$ cat src/rtl/uart_pkg.sv
// Shared encodings and helpers for the parametrised UART transmitter.
// Parity modes, FSM state codes, divider and FIFO count-width helpers.
package uart_pkg;

    localparam logic [1:0] PAR_NONE = 2'b00;
    localparam logic [1:0] PAR_EVEN = 2'b01;
    localparam logic [1:0] PAR_ODD  = 2'b10;

    localparam logic [2:0] ST_IDLE   = 3'd0;
    localparam logic [2:0] ST_START  = 3'd1;
    localparam logic [2:0] ST_DATA   = 3'd2;
    localparam logic [2:0] ST_PARITY = 3'd3;
    localparam logic [2:0] ST_STOP   = 3'd4;
    localparam logic [2:0] ST_BREAK  = 3'd5;
    localparam logic [2:0] ST_MAB    = 3'd6;

    function automatic int calc_div(input int clk_freq, input int baud);
        return clk_freq / baud;
    endfunction

    function automatic int cnt_w(input int depth);
        return $clog2(depth) + 1;
    endfunction

endpackage

$ cat src/rtl/uart_baud_gen.sv
// Bit-period counter for the UART transmitter.
// Counts 0..DIV-1, ticks on DIV-1; clear restarts the bit period.
module uart_baud_gen #(
    parameter int DIV = 10
) (
    input  logic clk,
    input  logic rst,
    input  logic clear,
    output logic bit_tick
);

    localparam int W = $clog2(DIV);

    logic [W-1:0] cnt;

    assign bit_tick = (cnt == W'(DIV - 1));

    always_ff @(posedge clk or negedge rst) begin
        if (!rst) begin
            cnt <= '0;
        end else if (clear || bit_tick) begin
            cnt <= '0;
        end else begin
            cnt <= cnt + 1'b1;
        end
    end

endmodule

$ cat src/rtl/uart_tx_fifo_param.sv
// UART transmitter with TX FIFO, runtime parity mode and 1/2 stop bits.
// Optional line-break generation when UART_TX_BREAK_EN is defined.
module uart_tx_fifo_param
    import uart_pkg::*;
#(
    parameter int CLK_FREQ   = 50_000_000,
    parameter int BAUD       = 115_200,
    parameter int DATA_BITS  = 8,
    parameter int FIFO_DEPTH = 8
) (
    input  logic                            clk,
    input  logic                            rst,
    input  logic [DATA_BITS-1:0]            s_data,
    input  logic                            s_valid,
    output logic                            s_ready,
    input  logic [1:0]                      parity_mode,
    input  logic                            two_stop,
`ifdef UART_TX_BREAK_EN
    input  logic                            brk,
`endif
    output logic                            tx,
    output logic                            busy,
    output logic [cnt_w(FIFO_DEPTH)-1:0]    fifo_count
);

    localparam int DIV = calc_div(CLK_FREQ, BAUD);
    localparam int AW  = $clog2(FIFO_DEPTH);
    localparam int CW  = cnt_w(FIFO_DEPTH);
    localparam int BW  = $clog2(DATA_BITS);

    logic [DATA_BITS-1:0] mem [FIFO_DEPTH];
    logic [AW-1:0]        wr_ptr;
    logic [AW-1:0]        rd_ptr;
    logic [CW-1:0]        count;
    logic                 run;
    logic                 push;
    logic                 pop;
    logic                 have;

    logic [2:0]           state;
    logic [DATA_BITS-1:0] shreg;
    logic [BW-1:0]        bit_idx;
    logic                 par_en;
    logic                 par_bit;
    logic                 two_l;
    logic                 stop_idx;
    logic                 idle_go;
    logic                 stop_done;
    logic                 clear;
    logic                 bit_tick;

    assign s_ready    = run && (count != CW'(FIFO_DEPTH));
    assign push       = s_valid && s_ready;
    assign have       = (count != '0);
    assign fifo_count = count;
    assign stop_done  = (state == ST_STOP) && bit_tick
                      && (stop_idx || !two_l);
    assign pop        = idle_go || (stop_done && have);

`ifdef UART_TX_BREAK_EN
    localparam int BRK_LEN = (DATA_BITS + 3) * DIV;
    localparam int KW      = $clog2(BRK_LEN + 1);

    logic [KW-1:0] brk_cnt;
    logic          brk_done;

    assign brk_done = !brk && (brk_cnt == KW'(BRK_LEN - 1));
    assign idle_go  = (state == ST_IDLE) && have && !brk;
    assign clear    = idle_go || ((state == ST_BREAK) && brk_done);

    // Saturates so a long-held brk simply extends the break.
    always_ff @(posedge clk or negedge rst) begin
        if (!rst) begin
            brk_cnt <= '0;
        end else if (state != ST_BREAK) begin
            brk_cnt <= '0;
        end else if (brk_cnt != KW'(BRK_LEN - 1)) begin
            brk_cnt <= brk_cnt + 1'b1;
        end
    end
`else
    assign idle_go = (state == ST_IDLE) && have;
    assign clear   = idle_go;
`endif

    uart_baud_gen #(.DIV(DIV)) u_baud (
        .clk      (clk),
        .rst      (rst),
        .clear    (clear),
        .bit_tick (bit_tick)
    );

    always_ff @(posedge clk) begin
        if (push) begin
            mem[wr_ptr] <= s_data;
        end
    end

    always_ff @(posedge clk or negedge rst) begin
        if (!rst) begin
            wr_ptr <= '0;
            rd_ptr <= '0;
            count  <= '0;
            run    <= 1'b0;
        end else begin
            run <= 1'b1;
            if (push) begin
                wr_ptr <= wr_ptr + 1'b1;
            end
            if (pop) begin
                rd_ptr <= rd_ptr + 1'b1;
            end
            unique case ({push, pop})
                2'b10:   count <= count + 1'b1;
                2'b01:   count <= count - 1'b1;
                default: count <= count;
            endcase
        end
    end

    // The pop branch comes last so it overrides the STOP exit.
    always_ff @(posedge clk or negedge rst) begin
        if (!rst) begin
            state    <= ST_IDLE;
            shreg    <= '0;
            bit_idx  <= '0;
            par_en   <= 1'b0;
            par_bit  <= 1'b0;
            two_l    <= 1'b0;
            stop_idx <= 1'b0;
        end else begin
            case (state)
`ifdef UART_TX_BREAK_EN
                ST_IDLE: begin
                    if (brk) begin
                        state <= ST_BREAK;
                    end
                end
                ST_BREAK: begin
                    if (brk_done) begin
                        state <= ST_MAB;
                    end
                end
                ST_MAB: begin
                    if (bit_tick) begin
                        state <= ST_IDLE;
                    end
                end
`else
                ST_IDLE: begin
                    state <= ST_IDLE;
                end
`endif
                ST_START: begin
                    if (bit_tick) begin
                        state    <= ST_DATA;
                        bit_idx  <= '0;
                        stop_idx <= 1'b0;
                    end
                end
                ST_DATA: begin
                    if (bit_tick) begin
                        shreg   <= shreg >> 1;
                        bit_idx <= bit_idx + 1'b1;
                        if (bit_idx == BW'(DATA_BITS - 1)) begin
                            state <= par_en ? ST_PARITY : ST_STOP;
                        end
                    end
                end
                ST_PARITY: begin
                    if (bit_tick) begin
                        state <= ST_STOP;
                    end
                end
                ST_STOP: begin
                    if (bit_tick) begin
                        if (!stop_done) begin
                            stop_idx <= 1'b1;
                        end else if (!have) begin
                            state <= ST_IDLE;
                        end
                    end
                end
                default: state <= ST_IDLE;
            endcase
            if (pop) begin
                state   <= ST_START;
                shreg   <= mem[rd_ptr];
                par_en  <= (parity_mode == PAR_EVEN)
                        || (parity_mode == PAR_ODD);
                par_bit <= (parity_mode == PAR_ODD) ^ (^mem[rd_ptr]);
                two_l   <= two_stop;
            end
        end
    end

    always_ff @(posedge clk or negedge rst) begin
        if (!rst) begin
            tx   <= 1'b1;
            busy <= 1'b0;
        end else begin
            busy <= (state != ST_IDLE);
            case (state)
                ST_START:  tx <= 1'b0;
                ST_DATA:   tx <= shreg[0];
                ST_PARITY: tx <= par_bit;
                ST_BREAK:  tx <= 1'b0;
                default:   tx <= 1'b1;
            endcase
        end
    end

endmodule
$ cat config.mk
export PLATFORM = sky130hd
export DESIGN_NAME = uart_tx_fifo_param
export DESIGN_NICKNAME = d
export VERILOG_FILES = /design/src/rtl/uart_pkg.sv /design/src/rtl/uart_baud_gen.sv /design/src/rtl/uart_tx_fifo_param.sv
export SDC_FILE = /design/constraint.sdc
export NUM_CORES = 1
export LEC_CHECK = 0
export ABC_AREA = 1
export CAP_MARGIN = 20
export CORE_UTILIZATION = 52
export CTS_BUF_LIST = sky130_fd_sc_hd__clkbuf_8 sky130_fd_sc_hd__clkbuf_16
export DETAILED_ROUTE_END_ITERATION = 10
export PLACE_DENSITY = 0.73
export SLEW_MARGIN = 0
export SYNTH_ARGS = -nofsm -noshare
export SYNTH_HDL_FRONTEND = slang
export SYNTH_SLANG_ARGS = --single-unit
export TNS_END_PERCENT = 10
$ cat constraint.sdc
create_clock -name clk -period 2.15 [get_ports clk]
set_input_delay 0.3225 -clock clk [delete_from_list [all_inputs] [get_ports clk]]
set_output_delay 0.3225 -clock clk [all_outputs]
set_load 0.005 [all_outputs]
==> results.json, run 1 <==
{
  "p_leak_nw": 2.70,
  "top_level_ports": 21,
  "drive_above_1_share_pct": 10.5,
  "grt_util_met3_pct": 4.37,
  "fin_ws_ns": 0.0148,
  "vias": 3632,
  "setup_violations": 0,
  "drc": 0,
  "syn_nets": 589,
  "postRouteAntennaNets": 0,
  "yosysTopAreaCell": "edfxtp_1",
  "synth_top_area_share_pct": 38.0,
  "post_dp_cell_area_mm2": 0.00546,
  "chipWidth_um": 101,
  "finalInstanceArea_mm2": 0.00568,
  "grt_use_met1_pct": 27.2,
  "clkLatencyLatePin_ns": 0.37,
  "finalClockSkew_ns": 0.0144,
  "finalPower_mw": 4.11,
  "detail_route.wirelength_um": 9250,
  "yosys-top-cells-area": "edfxtp_1 (38%), dfrtp_1 (19%), nand2_1 (15%)",
  "rsz0062_at_grt": "yes",
  "max_freq_mhz": 468,
  "portBuffers": 20,
  "crit_path_end_kind": "flip-flop",
  "coreArea_mm2": 0.00933,
  "n_antenna_cell": 0,
  "die_area_mm2": 0.0101,
  "grt_pass1_vias": 3362,
  "seq_area_frac_synth_pct": 57.8,
  "clock_sinks": 104,
  "syn_avg_cell_area_um2": 8.95,
  "htree_levels": 3,
  "numCtsBuffers": 9,
  "outcome": "finished clean",
  "synth_area_mm2": 0.00506,
  "grtUsageMet2_pct": 33.2,
  "setup-tns-final_ns": 0,
  "rows": 35,
  "grt_usage_pct": 20.4,
  "grt_pass1_wl_um": 15700,
  "overflow": 0,
  "die_h_um": 101,
  "cts_buffer_depth": 2,
  "drv_cap": 0,
  "drv_slew": 0,
  "grt_start_max_net_pins": 41,
  "worstPathMaxFanout": 3,
  "p_per_area_mw_per_mm2": 723,
  "hold_violations": 0,
  "cts-root-buf": "clkbuf_8",
  "synth_cell_types": 37,
  "min_period_ns": 2.14,
  "fillers": 781,
  "routabilityCongestion": 0.857,
  "antenna_found_initial": 0,
  "busiest_layer": "met2",
  "utilization_pct": 60.9,
  "ys_ff_latch": 104,
  "dr.pass1.iters": 5,
  "yosys_warnings": 0,
  "cts_tree": "yes",
  "critical_path_class": "flip-flop to flip-flop",
  "slew_headroom_pct": 40.8,
  "holdBufCountCts": 0,
  "final_cells": 736,
  "crit_path_start_kind": "flip-flop",
  "syn_to_final_growth_pct": 12.3,
  "initial_core_util_pct": 54.2,
  "wire_per_inst_um": 12.6,
  "min_period_over_period_pct": 99.3,
  "dr.first_iter.drc_count": 198,
  "netlist_instances": 565,
  "clk_pin_slew_ns": 0.10,
  "dp_slack_ns": -0.0588,
  "dp_hpwl_um": 6580,
  "irDropWorstVdd_v": 0.000366,
  "holdWs_ns": 0.0622,
  "nets": 626,
  "worstMarginPinSlew_ns": 0.888,
  "via_per_inst": 4.93,
  "hold_path.class": "input port to async pin",
  "dp.cells": 718,
  "arrival_ns": 2.39,
  "critPathRequiredTime_ns": 2.41
}
[what timing repair did]
| item | in CTS | in global routing |
|---|---|---|
| pin swaps | 0 | 5 |
| setup endpoints to repair | 2 | 4 |
| buffers inserted | 0 | 2 |
| gates resized for setup | 1 | 7 |
[metal layers]
layer  wire (um)  share of wire [%]
met1        4290                 46
met2        4530                 49
met3         274                3.0
met4         148                1.6
met5           0                  0
[final timing paths]
path | from | to | slack (ns) | cells past startpoint
worst max-delay path | u_baud.cnt[1]$_DFF_PN0_ | fifo_count[3]$_DFFE_PN0P_ | 0.01 | 15
worst min-delay path | rst | u_baud.cnt[5]$_DFF_PN0_ | 0.06 | 1
worst max register to register | u_baud.cnt[1]$_DFF_PN0_ | fifo_count[3]$_DFFE_PN0P_ | 0.01 | 15
worst min register to register | shreg[4]$_DFFE_PN0P_ | shreg[4]$_DFFE_PN0P_ | 0.50 | 2
max in group asynchronous | rst | rd_ptr[1]$_DFFE_PN0N_ | 1.53 | 1
min in group clk | shreg[4]$_DFFE_PN0P_ | shreg[4]$_DFFE_PN0P_ | 0.50 | 2
[critical path: stages, from the launching register on]
cell and delay [ns]:
dfrtp_1 0.39, inv_1 0.05, ha_1 0.13, nand4_1 0.07
nand3b_4 0.18, nor2_4 0.10, o21ai_2 0.06, nand2_1 0.08
nand2_2 0.07, inv_4 0.07, ha_4 0.14, xnor2_1 0.10
nand3b_1 0.20, o31ai_1 0.08, o211ai_1 0.14, xor2_1 0.15
[cell families (layout without fill, tap and decap cells)]
| kind of cell | count (synthesis) | after routing | share of synthesized area, % |
|---|---|---|---|
| compound gates | 44 | 44 | 4.97 |
| xor+xnor | 7 | 7 | 1.21 |
| fa+ha+maj | 10 | 10 | 2.47 |
| buf+inv | 105 | 147 | 9.30 |
| flops | 104 | 104 | 57.8 |
| other cells | 1 | 1 | 0.0741 |
| simple gates | 294 | 294 | 24.2 |
[cell usage in the layout (no fill, tap or decap), drive strengths merged, types with 3 or more instances in the layout]
cell,instances
a21oi,14
clkbuf,9
inv,94
xor2,4
nand3,43
ha,10
nor3b,3
nand2,199
xnor2,3
nor3,7
buf,22
o21ai,21
edfxtp,64
nor2,37
clkdlybuf4s50,19
dfrtp,39
[flip-flops by register name (all words and copies together), names as in the netlist, 3 cells and up]
signal,count
mem,64
rd_ptr,3
bit_idx,3
shreg,8
u_baud.cnt,9
wr_ptr,3
fifo_count,4
state,3
[synthesized netlist by cell type, drive strengths merged]
library cell    n
or2             1
a21oi          14
o31ai           1
nand3          43
nand3b          2
o22ai           2
buf            15
dfstp           1
ha             10
conb            1
nor2           37
o21ai          21
nor3b           3
xnor2           3
xor2            4
nand4           1
a211oi          1
nand2         199
dfrtp          39
nor3            7
a31oi           1
inv            90
edfxtp         64
o211ai          2
o221ai          1
a21o            1
and3            1
[power by group]
group,switching [mW],total (mW),internal [mW]
clock,0.705,1.15,0.446
combinational,0.327,0.582,0.256
sequential,0.0907,2.38,2.28
[area by class of cell]
cell class	instances	area, um2	share of cell area [%]
clock buffers	9	124	2.18
clock inverters	7	61.3	1.08
inverters	90	348	6.12
repair buffers	41	365	6.43
well taps	129	161	2.84
multi-input cells	356	1700	29.9
flip-flops and latches	104	2920	51.5
Note: power is estimated with default switching activity, not from simulation.
==> run 2: changes to the inputs <==
Settings changed: CTS_CLUSTER_SIZE set to 10.
==> results of run 2 <==
Same layout as run 1: the final DEF is identical, and so are final timing and power.
==> run 3: changes to the inputs <==
Settings changed: CELL_PAD_IN_SITES_DETAIL_PLACEMENT set to 2, CELL_PAD_IN_SITES_GLOBAL_PLACEMENT set to 2, CORE_UTILIZATION 52 to 34, PLACE_DENSITY 0.73 to not set, PLACE_DENSITY_LB_ADDON set to 0.1.
==> results.json, run 3 (synthesized netlist as in run 1, its figures left out) <==
{
  "clkLatencyLatePin_ns": 0.36,
  "clock_sinks": 104,
  "n_antenna_cell": 0,
  "p_per_area_mw_per_mm2": 772,
  "postRouteAntennaNets": 0,
  "top_level_ports": 21,
  "critPathLaunch": "u_baud.cnt[1]$_DFF_PN0_",
  "p_int_mw": 3.35,
  "grt_usage_pct": 19.0,
  "grt_pass1_wl_um": 21200,
  "setup-tns-final_ns": -0.200,
  "syn_to_final_growth_pct": 17.2,
  "largest_reg_flops": 64,
  "fin_ws_ns": -0.108,
  "clk_pin_slew_ns": 0.07,
  "finalClockSkew_ns": 0.00762,
  "busiest_layer": "met2",
  "numCtsBuffers": 9,
  "grtUsageMet2_pct": 32.5,
  "drv_cap": 0,
  "drc": 0,
  "holdBufCountCts": 0,
  "initial_core_util_pct": 34.8,
  "grt_pass1_vias": 4140,
  "crit_path_top_delay_cell": "dfrtp_1",
  "antenna_found_initial": 0,
  "largest_register": "mem",
  "nets": 634,
  "routabilityCongestion": 0.704,
  "violations": "setup timing",
  "setup_violations": 2,
  "hold_path.class": "input port to async pin",
  "htree_levels": 3,
  "rsz0062_at_grt": "yes",
  "switchingPower_mw": 1.22,
  "via_per_inst": 4.86,
  "holdWs_ns": 0.0276,
  "critPathRequiredTime_ns": 2.38,
  "netSwitchingFraction_pct": 26.7,
  "min_period_over_period_pct": 105,
  "p_leak_nw": 2.79,
  "worstMarginPinSlew_ns": 0.539,
  "die_area_mm2": 0.0154,
  "die_h_um": 124,
  "final_cell_mix": "nand2_1 (194), inv_1 (85), edfxtp_1 (64), nand3_1 (42), dfrtp_1 (38)",
  "pwr-share-comb_pct": 15.1,
  "reg.largest.list": "mem: 64 flops, u_baud.cnt: 9 flops, shreg: 8 flops",
  "dr.pass1.iters": 4,
  "dp_slack_ns": -0.161,
  "reg2reg_from": "u_baud.cnt[1]$_DFF_PN0_",
  "p_seq_share_pct": 52.0,
  "outcome": "finished with violations",
  "path_cells": "inv_1 > ha_2 > nand4_1 > nand3b_4 > nor2_4 > o21ai_2 > nand2_1 > nand2_2 > inv_4 > ha_4 > nand2_2 > inv_2 > nor2_4 > ha_2 > a21oi_2 > xnor2_1 > o21ai_1",
  "critPathMaxStageDelay_ns": 0.38,
  "worstPathMaxFanout": 3,
  "dp_hpwl_um": 9350,
  "slew_headroom_pct": 64.1,
  "grt_use_met1_pct": 23.8,
  "power.share.clock_pct": 33.0,
  "cts-root-buf": "clkbuf_16",
  "wire_per_inst_um": 16.5,
  "crit_path_end_kind": "flip-flop",
  "crit_path_start_kind": "flip-flop",
  "layout_commonest_cell": "nand2_1",
  "critical_path_class": "flip-flop to flip-flop",
  "arrival_ns": 2.49,
  "rows": 44,
  "max_freq_mhz": 443,
  "cts_tree": "yes",
  "coreArea_mm2": 0.0145,
  "hold_violations": 0,
  "detail_route.wirelength_um": 13200,
  "vias": 3881,
  "grt_start_max_net_pins": 41,
  "overflow": 0,
  "dr.first_iter.drc_count": 111,
  "drv_slew": 0,
  "portBuffers": 20,
  "grt_util_met3_pct": 3.48,
  "drive_above_1_share_pct": 12.2,
  "min_period_ns": 2.26,
  "cts_buffer_depth": 2,
  "irDropWorstVdd_v": 0.000396,
  "chipWidth_um": 124
}
[run 3: cell count changes in the layout (fill, tap and decap cells not counted), sizes merged]
cell | before | now
buf | 22 | 30
clkinv | 2 | 4
inv | 94 | 92
[run 3: per-stage QoR]
| stage | power, mW | instances | cell area, um2 | util, % |
|---|---|---|---|---|
| finish | 4.57 | 799 | 5930 | 40.8 |
| global route | 4.79 | 799 | 5930 | 40.8 |
| CTS | 4.63 | 797 | 5890 | 40.5 |
| detailed placement | 3.09 | 779 | 5580 | 38.4 |
| global placement | 3.03 | 779 | 5580 | 38.4 |
| floorplan | 2.73 | 565 | 5080 | - |
[run 3: metal layers]
layer,share of wire [%],vias to the layer above
met4,1.4,0
met5,0,-
met3,1.8,8
met2,51,35
li1,-,1880
met1,46,1958
[run 3: area by class of cell]
class | instances | area (um2)
clock buffer | 9 | 225
clock inverter | 7 | 41.3
fill | 1623 | 8610
inverter | 90 | 348
multi-input combinational | 356 | 1730
sequential | 104 | 2930
tap | 184 | 230
timing repair buffer | 49 | 425
[run 3: repair_timing]
| action | in CTS | in global routing |
|---|---|---|
| gates resized for setup | 10 | 7 |
| setup endpoints to repair | 3 | 24 |
| pin swaps | 8 | 8 |
| setup buffers | 2 | 2 |
[run 3: worst max-delay path, delay by kind of cell, from the launching register on]
family          cells  cell delay, ns
buf+inv             3            0.22
flops               1            0.38
fa+ha+maj           3            0.48
compound gates      3            0.27
xor+xnor            1            0.15
simple gates        7            0.63
[run 3: power by group through the flow]
stage | registers (mW) | clock network (mW) | logic [mW]
final | 2.38 | 1.51 | 0.691
after global routing | 2.39 | 1.62 | 0.781
after CTS | 2.38 | 1.55 | 0.692
after detailed placement | 2.42 | 0 | 0.674
after global placement | 2.41 | 0 | 0.623
after floorplan | 2.41 | 0 | 0.319
[run 3: final timing paths]
check	endpoint	slack, ns	cells after the start
setup / recovery	fifo_count[2]$_DFFE_PN0P_	-0.11	17
max in group asynchronous	fifo_count[2]$_DFFE_PN0P_	1.71	2
hold / removal	par_en$_DFFE_PN0N_	0.03	2
setup reg to reg	fifo_count[2]$_DFFE_PN0P_	-0.11	17
min in group clk	shreg[4]$_DFFE_PN0P_	0.48	2
hold reg to reg	shreg[4]$_DFFE_PN0P_	0.48	2
